File: config.mk
export PLATFORM = sky130hd
export DESIGN_NAME = updown_seq_ctrl
export DESIGN_NICKNAME = d
export VERILOG_FILES = /design/src/rtl/updown_seq_ctrl.sv
export SDC_FILE = /design/constraint.sdc
export NUM_CORES = 1
export LEC_CHECK = 0
export ABC_AREA = 1
export CORE_MARGIN = 2
export CORE_UTILIZATION = 45
export CTS_BUF_LIST = sky130_fd_sc_hd__clkbuf_2 sky130_fd_sc_hd__clkbuf_4 sky130_fd_sc_hd__clkbuf_8
export CTS_CLUSTER_DIAMETER = 80
export DETAILED_ROUTE_END_ITERATION = 7
export PLACE_DENSITY = 0.64
export SYNTH_ARGS = -nofsm -noshare
export SYNTH_HDL_FRONTEND = slang
export SYNTH_SLANG_ARGS = --single-unit
File: constraint.sdc
create_clock -name clk -period 3.1 [get_ports clk]
set_input_delay 0.775 -clock clk [delete_from_list [all_inputs] [get_ports clk]]
set_output_delay 0.775 -clock clk [all_outputs]
set_load 0.02 [all_outputs]
File: src/rtl/updown_seq_ctrl.sv
// Sequencing controller for the up/down counter datapath: run/pause, step prescaler,
// bounce/wrap direction control and synchronous clear, all as registered clk-domain strobes.
module updown_seq_ctrl #(
  parameter int WIDTH    = 4,
  parameter int SLOW_DIV = 25000000,
  parameter int FAST_DIV = 5000000,
  parameter int DIV_W    = 25
) (
  input  logic             clk,
  input  logic             rst,
  input  logic             run_btn,
  input  logic             a,
  input  logic [1:0]       mode,
  input  logic             clr,
  input  logic [WIDTH-1:0] cnt_val,
  output logic             cnt_en,
  output logic             cnt_up,
  output logic             cnt_clr,
  output logic             turn,
  output logic             running,
  output logic [1:0]       state
);

  typedef enum logic [1:0] {
    S_IDLE  = 2'b00,
    S_UP    = 2'b01,
    S_DOWN  = 2'b10,
    S_PAUSE = 2'b11
  } state_t;

  localparam logic [WIDTH-1:0] MAX    = '1;
  localparam logic [WIDTH-1:0] MAX_M1 = {{(WIDTH-1){1'b1}}, 1'b0};
  localparam logic [WIDTH-1:0] ONE    = {{(WIDTH-1){1'b0}}, 1'b1};
  localparam logic [WIDTH-1:0] ZERO   = '0;
  localparam logic [DIV_W-1:0] SLOW_M1 = DIV_W'(SLOW_DIV - 1);
  localparam logic [DIV_W-1:0] FAST_M1 = DIV_W'(FAST_DIV - 1);
  localparam logic [DIV_W-1:0] P_ONE   = {{(DIV_W-1){1'b0}}, 1'b1};

  state_t           r_state;
  logic [DIV_W-1:0] r_presc;
  logic             r_dir;
  logic             r_btn_prev;
  logic             r_cnt_en, r_cnt_up, r_cnt_clr, r_turn, r_running;

  logic             w_press, w_tick, w_bounce, w_run;
  logic [DIV_W-1:0] w_div_m1;

  assign w_press  = run_btn & ~r_btn_prev;
  assign w_div_m1 = a ? FAST_M1 : SLOW_M1;
  // >= rather than == so a switch to a shorter period mid-count still ticks promptly
  assign w_tick   = (r_presc >= w_div_m1);
  assign w_bounce = (mode == 2'b00);
  assign w_run    = (r_state == S_UP) || (r_state == S_DOWN);

  always_ff @(posedge clk or negedge rst) begin
    if (!rst) begin
      r_state    <= S_IDLE;
      r_presc    <= '0;
      r_dir      <= 1'b1;
      r_btn_prev <= 1'b1;
      r_cnt_en   <= 1'b0;
      r_cnt_up   <= 1'b0;
      r_cnt_clr  <= 1'b0;
      r_turn     <= 1'b0;
      r_running  <= 1'b0;
    end else begin
      r_btn_prev <= run_btn;
      r_cnt_en   <= 1'b0;
      r_cnt_clr  <= 1'b0;
      r_turn     <= 1'b0;
      if (clr) begin
        r_cnt_clr <= 1'b1;
        r_state   <= S_IDLE;
        r_presc   <= '0;
        r_running <= 1'b0;
      end else if (w_press) begin
        case (r_state)
          S_IDLE: begin
            r_state   <= (mode == 2'b10) ? S_DOWN : S_UP;
            r_presc   <= '0;
            r_running <= 1'b1;
          end
          S_UP, S_DOWN: begin
            r_dir     <= (r_state == S_UP);
            r_state   <= S_PAUSE;
            r_running <= 1'b0;
          end
          default: begin
            r_state   <= r_dir ? S_UP : S_DOWN;
            r_running <= 1'b1;
          end
        endcase
      end else if (w_run && mode != 2'b11) begin
        if (mode == 2'b01 && r_state == S_DOWN) begin
          r_state <= S_UP;
        end else if (mode == 2'b10 && r_state == S_UP) begin
          r_state <= S_DOWN;
        end else if (!w_tick) begin
          r_presc <= r_presc + P_ONE;
        end else begin
          r_presc  <= '0;
          r_cnt_en <= 1'b1;
          // at an endpoint in bounce the step itself reverses, so the endpoint is never repeated
          if (r_state == S_UP) begin
            r_cnt_up <= !(w_bounce && cnt_val == MAX);
            if (w_bounce && (cnt_val == MAX_M1 || cnt_val == MAX)) begin
              r_state <= S_DOWN;
              r_turn  <= 1'b1;
            end
          end else begin
            r_cnt_up <= (w_bounce && cnt_val == ZERO);
            if (w_bounce && (cnt_val == ONE || cnt_val == ZERO)) begin
              r_state <= S_UP;
              r_turn  <= 1'b1;
            end
          end
        end
      end
    end
  end

  assign cnt_en  = r_cnt_en;
  assign cnt_up  = r_cnt_up;
  assign cnt_clr = r_cnt_clr;
  assign turn    = r_turn;
  assign running = r_running;
  assign state   = r_state;

endmodule

==> flow_summary_export.csv, run 1 <==
group,metric,value,unit
timing,hold_viol,0,
grt,grt_start_max_net_pins,35,
synth,ys_ff_latch,34,
synth,yosysUniqueCellTypes,33,
pwr,power.density,435,nW/um2
cells_and_area,syn2layout_area_growth,12.9,%
clock_network,clk_latency,0.29,ns
timing,fmax,388,MHz
clock_network,clock-sinks,34,
pwr,power_leakage,1.24,nW
placement,gp_congestion,0.926,
floorplanning,die_w,78.1,um
hold_path,min_from,"running",
clock_network,cts_resized,0,
job,drv_cap,0,
timing,min_period,2.58,ns
critical_path,critPathKind,"in -> reg",
floorplanning,start_util,0.474,
critical_path,reg2reg_slack,0.92,ns
synth,syn_avg_cell_area,7.24,um2
drt,routed_wl,5490,um
timing,post-route-period-util,0.832,
placement,pre_cts_slack,0.209,ns
critical_path,startpoint_type,"primary input",
pwr,p_total,0.00121,W
drt,drc_errors,0,
critical_path,worst-r2r-cell-count,11,
floorplanning,die_h,78.1,um
clock_network,cts_tree,"yes",
clock_network,cts_buffers,5,
critical_path,worst_setup_path_end_kind,"register",
hold_path,min_path_type,"reg -> reg",
timing,slew_headroom,0.709,
grt,antenna_found_initial,0,
drt,drtIter0Drc,118,
clock_network,cts.path.max_buffers,2,
cells_and_area,drive_above_1_share,0.138,
clock_network,ctsHtreeMaxLevel,2,
status,status,"finished clean",
grt,track_usage,0.202,
drt,dr.pass1.iters,4,
drt,wl_per_cell,12.7,um
cells_and_area,fin_nets,387,
drt,postRouteAntennaNets,0,
timing,setup-tns-final,0,ns
timing,tightest_slew,0.437,ns
pwr,irDropWorstVdd,0.000323,V
synth,syn-instance-count,341,
floorplanning,core_area,5200,um2
critical_path,r2r-start,"state[0]",
placement,port_buffers,17,
timing,holdWs,0.494,ns
cells_and_area,final_cell_mix,"nand2_1 (86), nor2_1 (41), inv_1 (36), dfrtp_1 (32), nand3_1 (18)",
critical_path,arrival,2.75,ns
timing,finalSetupViolCount,0,
timing,setup_slack,0.520,ns
grt,grt_first_pass_wirelength,9780,um
drt,avgViaCountPerCell,5.09,
critical_path,cp.required,3.27,ns
cells_and_area,final_common_cell,"nand2_1",
clock_network,clkTransAtPathRegs,0.07,ns
placement,dp_cells,425,
critical_path,path_max_fanout,18,
clock_network,post-cts-setup-buffer-count,0,
timing,skew,0.00447,ns
placement,dp_hpwl,4190,um
synth,synth_area,2470,um2
clock_network,holdBufCountCts,0,
cells_and_area,fin_cells,433,
grt,grt-ovfl-total,0,
floorplanning,num_rows,26,
timing,rsz0062_at_grt,"no",
synth,synth.yosys.warnings,0,
drt,via_count,2203,
hold_path,hold_path_end,"running",
floorplanning,die_area,6090,um2
synth,syn-num-nets,366,
timing,slew_viol_final,0,
cells_and_area,num_antenna_cells,0,
clock_network,cts_root_buf,"clkbuf_8",
hold_path,holdPathStages,2,
grt,grt_pass1_vias,2101,
synth,synth_seq_area_share,0.346,
floorplanning,pin_count,18,
critical_path,rr_endpoint,"r_presc[24]",
==> power by group <==
group | total (W) | internal (W) | switching [W]
registers | 0.000520 | 0.000483 | 0.0000371
clock network | 0.000346 | 0.000178 | 0.000167
logic | 0.000347 | 0.000123 | 0.000225
total | 0.00121 | 0.000785 | 0.000429
==> metrics by stage <==
step / utilization / instance area [um2]
CTS: 0.536 / 2790
floorplan: - / 2470
global route: 0.536 / 2790
global placement: 0.517 / 2690
finish: 0.536 / 2790
detailed placement: 0.517 / 2690
==> sequential cells by signal, summed over array words and instances, names as in the netlist <==
name        cells
cnt_clr         1
cnt_en          1
cnt_up          1
r_btn_prev      1
r_dir           1
r_presc        25
running         1
state           2
turn            1
==> layer usage <==
layer	global-route usage	vias to the layer above	share of wire
met5	0	-	0
met4	0.0702	0	0.015
met3	0.0391	7	0.036
met2	0.306	36	0.44
met1	0.288	1021	0.51
li1	-	1139	-
==> area by class of cell <==
class	count	area, um2
clock inverters	2	12.5
clock buffers	6	82.6
well taps	70	87.6
repair buffers	18	178
multi-input cells	260	1410
fillers	516	2420
inverters	43	164
flip-flops and latches	34	853
==> critical path, cell delays in order <==
cell and delay (ns):
clkdlybuf4s50_1 0.64, inv_1 0.11, ha_1 0.31, nand2_1 0.05, nor2_1 0.11, nand2_1 0.06, nand2_1 0.06, nand2_1 0.04
nand2_1 0.07, nand2_2 0.07, nand3_2 0.09, nand2_2 0.06, inv_4 0.22, nor2_1 0.07
==> cells in the mapped netlist <==
cell | count | share of area
buf_12 | 1 | 0.0081
nor2_4 | 2 | 0.0091
dfstp_2 | 2 | 0.021
nand3b_2 | 1 | 0.0046
nor2_2 | 16 | 0.041
ha_1 | 14 | 0.071
o31ai_1 | 1 | 0.0030
nor4_1 | 1 | 0.0025
or2_2 | 1 | 0.0025
nor4_2 | 1 | 0.0051
dfrtp_1 | 32 | 0.32
nand2_2 | 7 | 0.018
inv_4 | 1 | 0.0025
a31oi_1 | 1 | 0.0025
a21boi_0 | 1 | 0.0030
o21bai_1 | 2 | 0.0061
inv_2 | 6 | 0.0091
nor2_1 | 41 | 0.062
nand3_4 | 1 | 0.0071
buf_6 | 1 | 0.0046
a21oi_1 | 6 | 0.012
xnor2_1 | 2 | 0.0071
buf_2 | 2 | 0.0041
nand3_2 | 3 | 0.012
nand4_1 | 15 | 0.038
nand2_1 | 86 | 0.13
o21ai_0 | 11 | 0.022
inv_1 | 36 | 0.055
o22ai_1 | 2 | 0.0051
nand3_1 | 18 | 0.036
xor2_1 | 10 | 0.035
o21ai_1 | 6 | 0.012
nor3_1 | 11 | 0.022
==> cells by family after synthesis <==
group / synth area share
xor+xnor: 0.0426
compound gates: 0.0664
fa+ha+maj: 0.0710
flops: 0.346
buf+inv: 0.0831
simple gates: 0.391
==> worst max-delay path by stage <==
stage	from	slack, ns	to	depth (start not counted)
after CTS	a	0.51	r_presc[9]	14
after detailed placement	a	0.21	r_presc[9]	14
after floorplan	a	1.08	r_presc[13]	14
after global routing	a	0.29	r_presc[18]	12
final	a	0.52	r_presc[9]	14
after global placement	a	0.24	r_presc[4]	14
(Power assumes the default switching activity.)
==> run 2, diff against run 1 <==
==> constraint.sdc (replaced) <==
create_clock -name clk -period 2.4 [get_ports clk]
set_input_delay 0.6 -clock clk [delete_from_list [all_inputs] [get_ports clk]]
set_output_delay 0.6 -clock clk [all_outputs]
set_load 0.02 [all_outputs]
==> run 2 against run 1 <==
Via count is 3.4% higher. Setup slack worse by 0.40 ns. Die area unchanged. Worst hold slack worse by 0.0034 ns. Combinational power increased by 46%. Critical path depth shrank 2.
==> flow_summary_export.csv, run 2 (synthesis gave the netlist of run 1 again) <==
group,metric,value,unit
floorplanning,start_util,0.474,
timing,fmax,439,MHz
floorplanning,die_h,78.1,um
critical_path,path_max_fanout,18,
cells_and_area,syn2layout_area_growth,16.6,%
drt,routed_wl,5870,um
critical_path,startpoint_type,"primary input",
job,drv_cap,0,
status,status,"finished clean",
grt,antenna_found_initial,0,
timing,slew_viol_final,0,
critical_path,arrival,2.46,ns
floorplanning,die_w,78.1,um
timing,post-route-period-util,0.950,
cells_and_area,fin_cells,440,
cells_and_area,drive_above_1_share,0.165,
clock_network,clkTransAtPathRegs,0.07,ns
grt,grt_start_max_net_pins,35,
floorplanning,core_area,5200,um2
grt,grt-ovfl-total,0,
timing,skew,0.0107,ns
timing,finalSetupViolCount,0,
cells_and_area,top_register,"r_presc",
hold_path,min_from,"running",
clock_network,clk_latency,0.29,ns
hold_path,holdPathStages,2,
drt,via_count,2278,
timing,slew_headroom,0.697,
placement,dp_cells,432,
timing,hold_viol,0,
placement,pre_cts_slack,-0.228,ns
pwr,power_leakage,1.29,nW
clock_network,clock-sinks,34,
drt,dr.pass1.iters,5,
timing,setup_slack,0.120,ns
drt,postRouteAntennaNets,0,
critical_path,worst_setup_path_end_kind,"register",
critical_path,r2r-start,"state[0]",
cells_and_area,final_common_cell,"nand2_1",
critical_path,worst-r2r-cell-count,11,
timing,setup-tns-final,0,ns
clock_network,post-cts-setup-buffer-count,0,
drt,wl_per_cell,13.3,um
drt,drtIter0Drc,162,
hold_path,min_path_type,"reg -> reg",
critical_path,rr_endpoint,"r_presc[15]",
critical_path,cp.required,2.58,ns
clock_network,cts.path.max_buffers,2,
cells_and_area,final_cell_mix,"nand2_1 (86), nor2_1 (38), inv_1 (36), dfrtp_1 (32), nor2_2 (18)",
clock_network,cts_buffers,5,
floorplanning,pin_count,18,
drt,avgViaCountPerCell,5.18,
placement,dp_hpwl,4490,um
grt,grt_first_pass_wirelength,10100,um
hold_path,hold_path_end,"running",
placement,port_buffers,17,
cells_and_area,num_antenna_cells,0,
timing,tightest_slew,0.451,ns
placement,gp_congestion,0.891,
critical_path,critPathKind,"in -> reg",
floorplanning,num_rows,26,
pwr,irDropWorstVdd,0.000350,V
timing,rsz0062_at_grt,"no",
cells_and_area,largest_reg_flops,25,
clock_network,holdBufCountCts,0,
clock_network,cts_root_buf,"clkbuf_8",
drt,drc_errors,0,
timing,min_period,2.28,ns
pwr,power.density,571,nW/um2
critical_path,reg2reg_slack,0.48,ns
clock_network,cts_tree,"yes",
clock_network,ctsHtreeMaxLevel,2,
grt,track_usage,0.209,
cells_and_area,fin_nets,394,
floorplanning,die_area,6090,um2
grt,grt_pass1_vias,2236,
run 2: power by group:
part	switching (W)	internal (W)
sequential	0.0000466	0.000624
combinational	0.000304	0.000203
clock	0.000209	0.000257
run 2: what timing repair did:
item                                    CTS  global route
resized for setup                         0             7
endpoints found under the hold margin     0             0
endpoints found under the setup margin    0            28
run 2: layout make-up:
class / instances / area, um2
Clock buffer: 8 / 97.6
Fill cell: 509 / 2330
Inverter: 43 / 169
Multi-Input combinational cell: 260 / 1430
Sequential cell: 34 / 853
Tap cell: 70 / 87.6
Timing Repair Buffer: 25 / 243
run 2: per-layer routing:
metal	vias up	GRT usage	routed length, um
li1	1151	-	-
met1	1038	0.274	2740
met2	72	0.336	2680
met3	17	0.0448	280
met4	0	0.0825	165
met5	-	0	0
run 2: worst max-delay path by stage:
stage	from	endpoint	slack, ns	cells after the start
floorplan	state[0]	r_presc[13]	0.54	8
global placement	a	r_presc[22]	-0.22	10
detailed placement	a	r_presc[22]	-0.23	10
CTS	a	r_presc[22]	0.05	10
global route	a	cnt_up	0.01	13
finish	a	r_presc[6]	0.12	12
run 2: critical path, stage by stage:
cell and delay [ns]:
clkdlybuf4s50_1 0.45, buf_4 0.18, ha_1 0.30, nand4_1 0.11, nor2_2 0.17, inv_1 0.08
nor2_2 0.15, nor2_4 0.07, nand3_2 0.06, nand2_2 0.08, inv_8 0.15, nor2_1 0.06
run 2: stage by stage:
stage                     utilization  hold WS (ns)  area [um2]  power [W]
final                           0.553         0.491        2880    0.00164
after global routing            0.553         0.524        2880    0.00174
after CTS                       0.549         0.497        2860    0.00166
after detailed placement        0.530         0.471        2760    0.00119
after global placement          0.530         0.479        2760    0.00118
after floorplan                     -         0.304        2470    0.00102
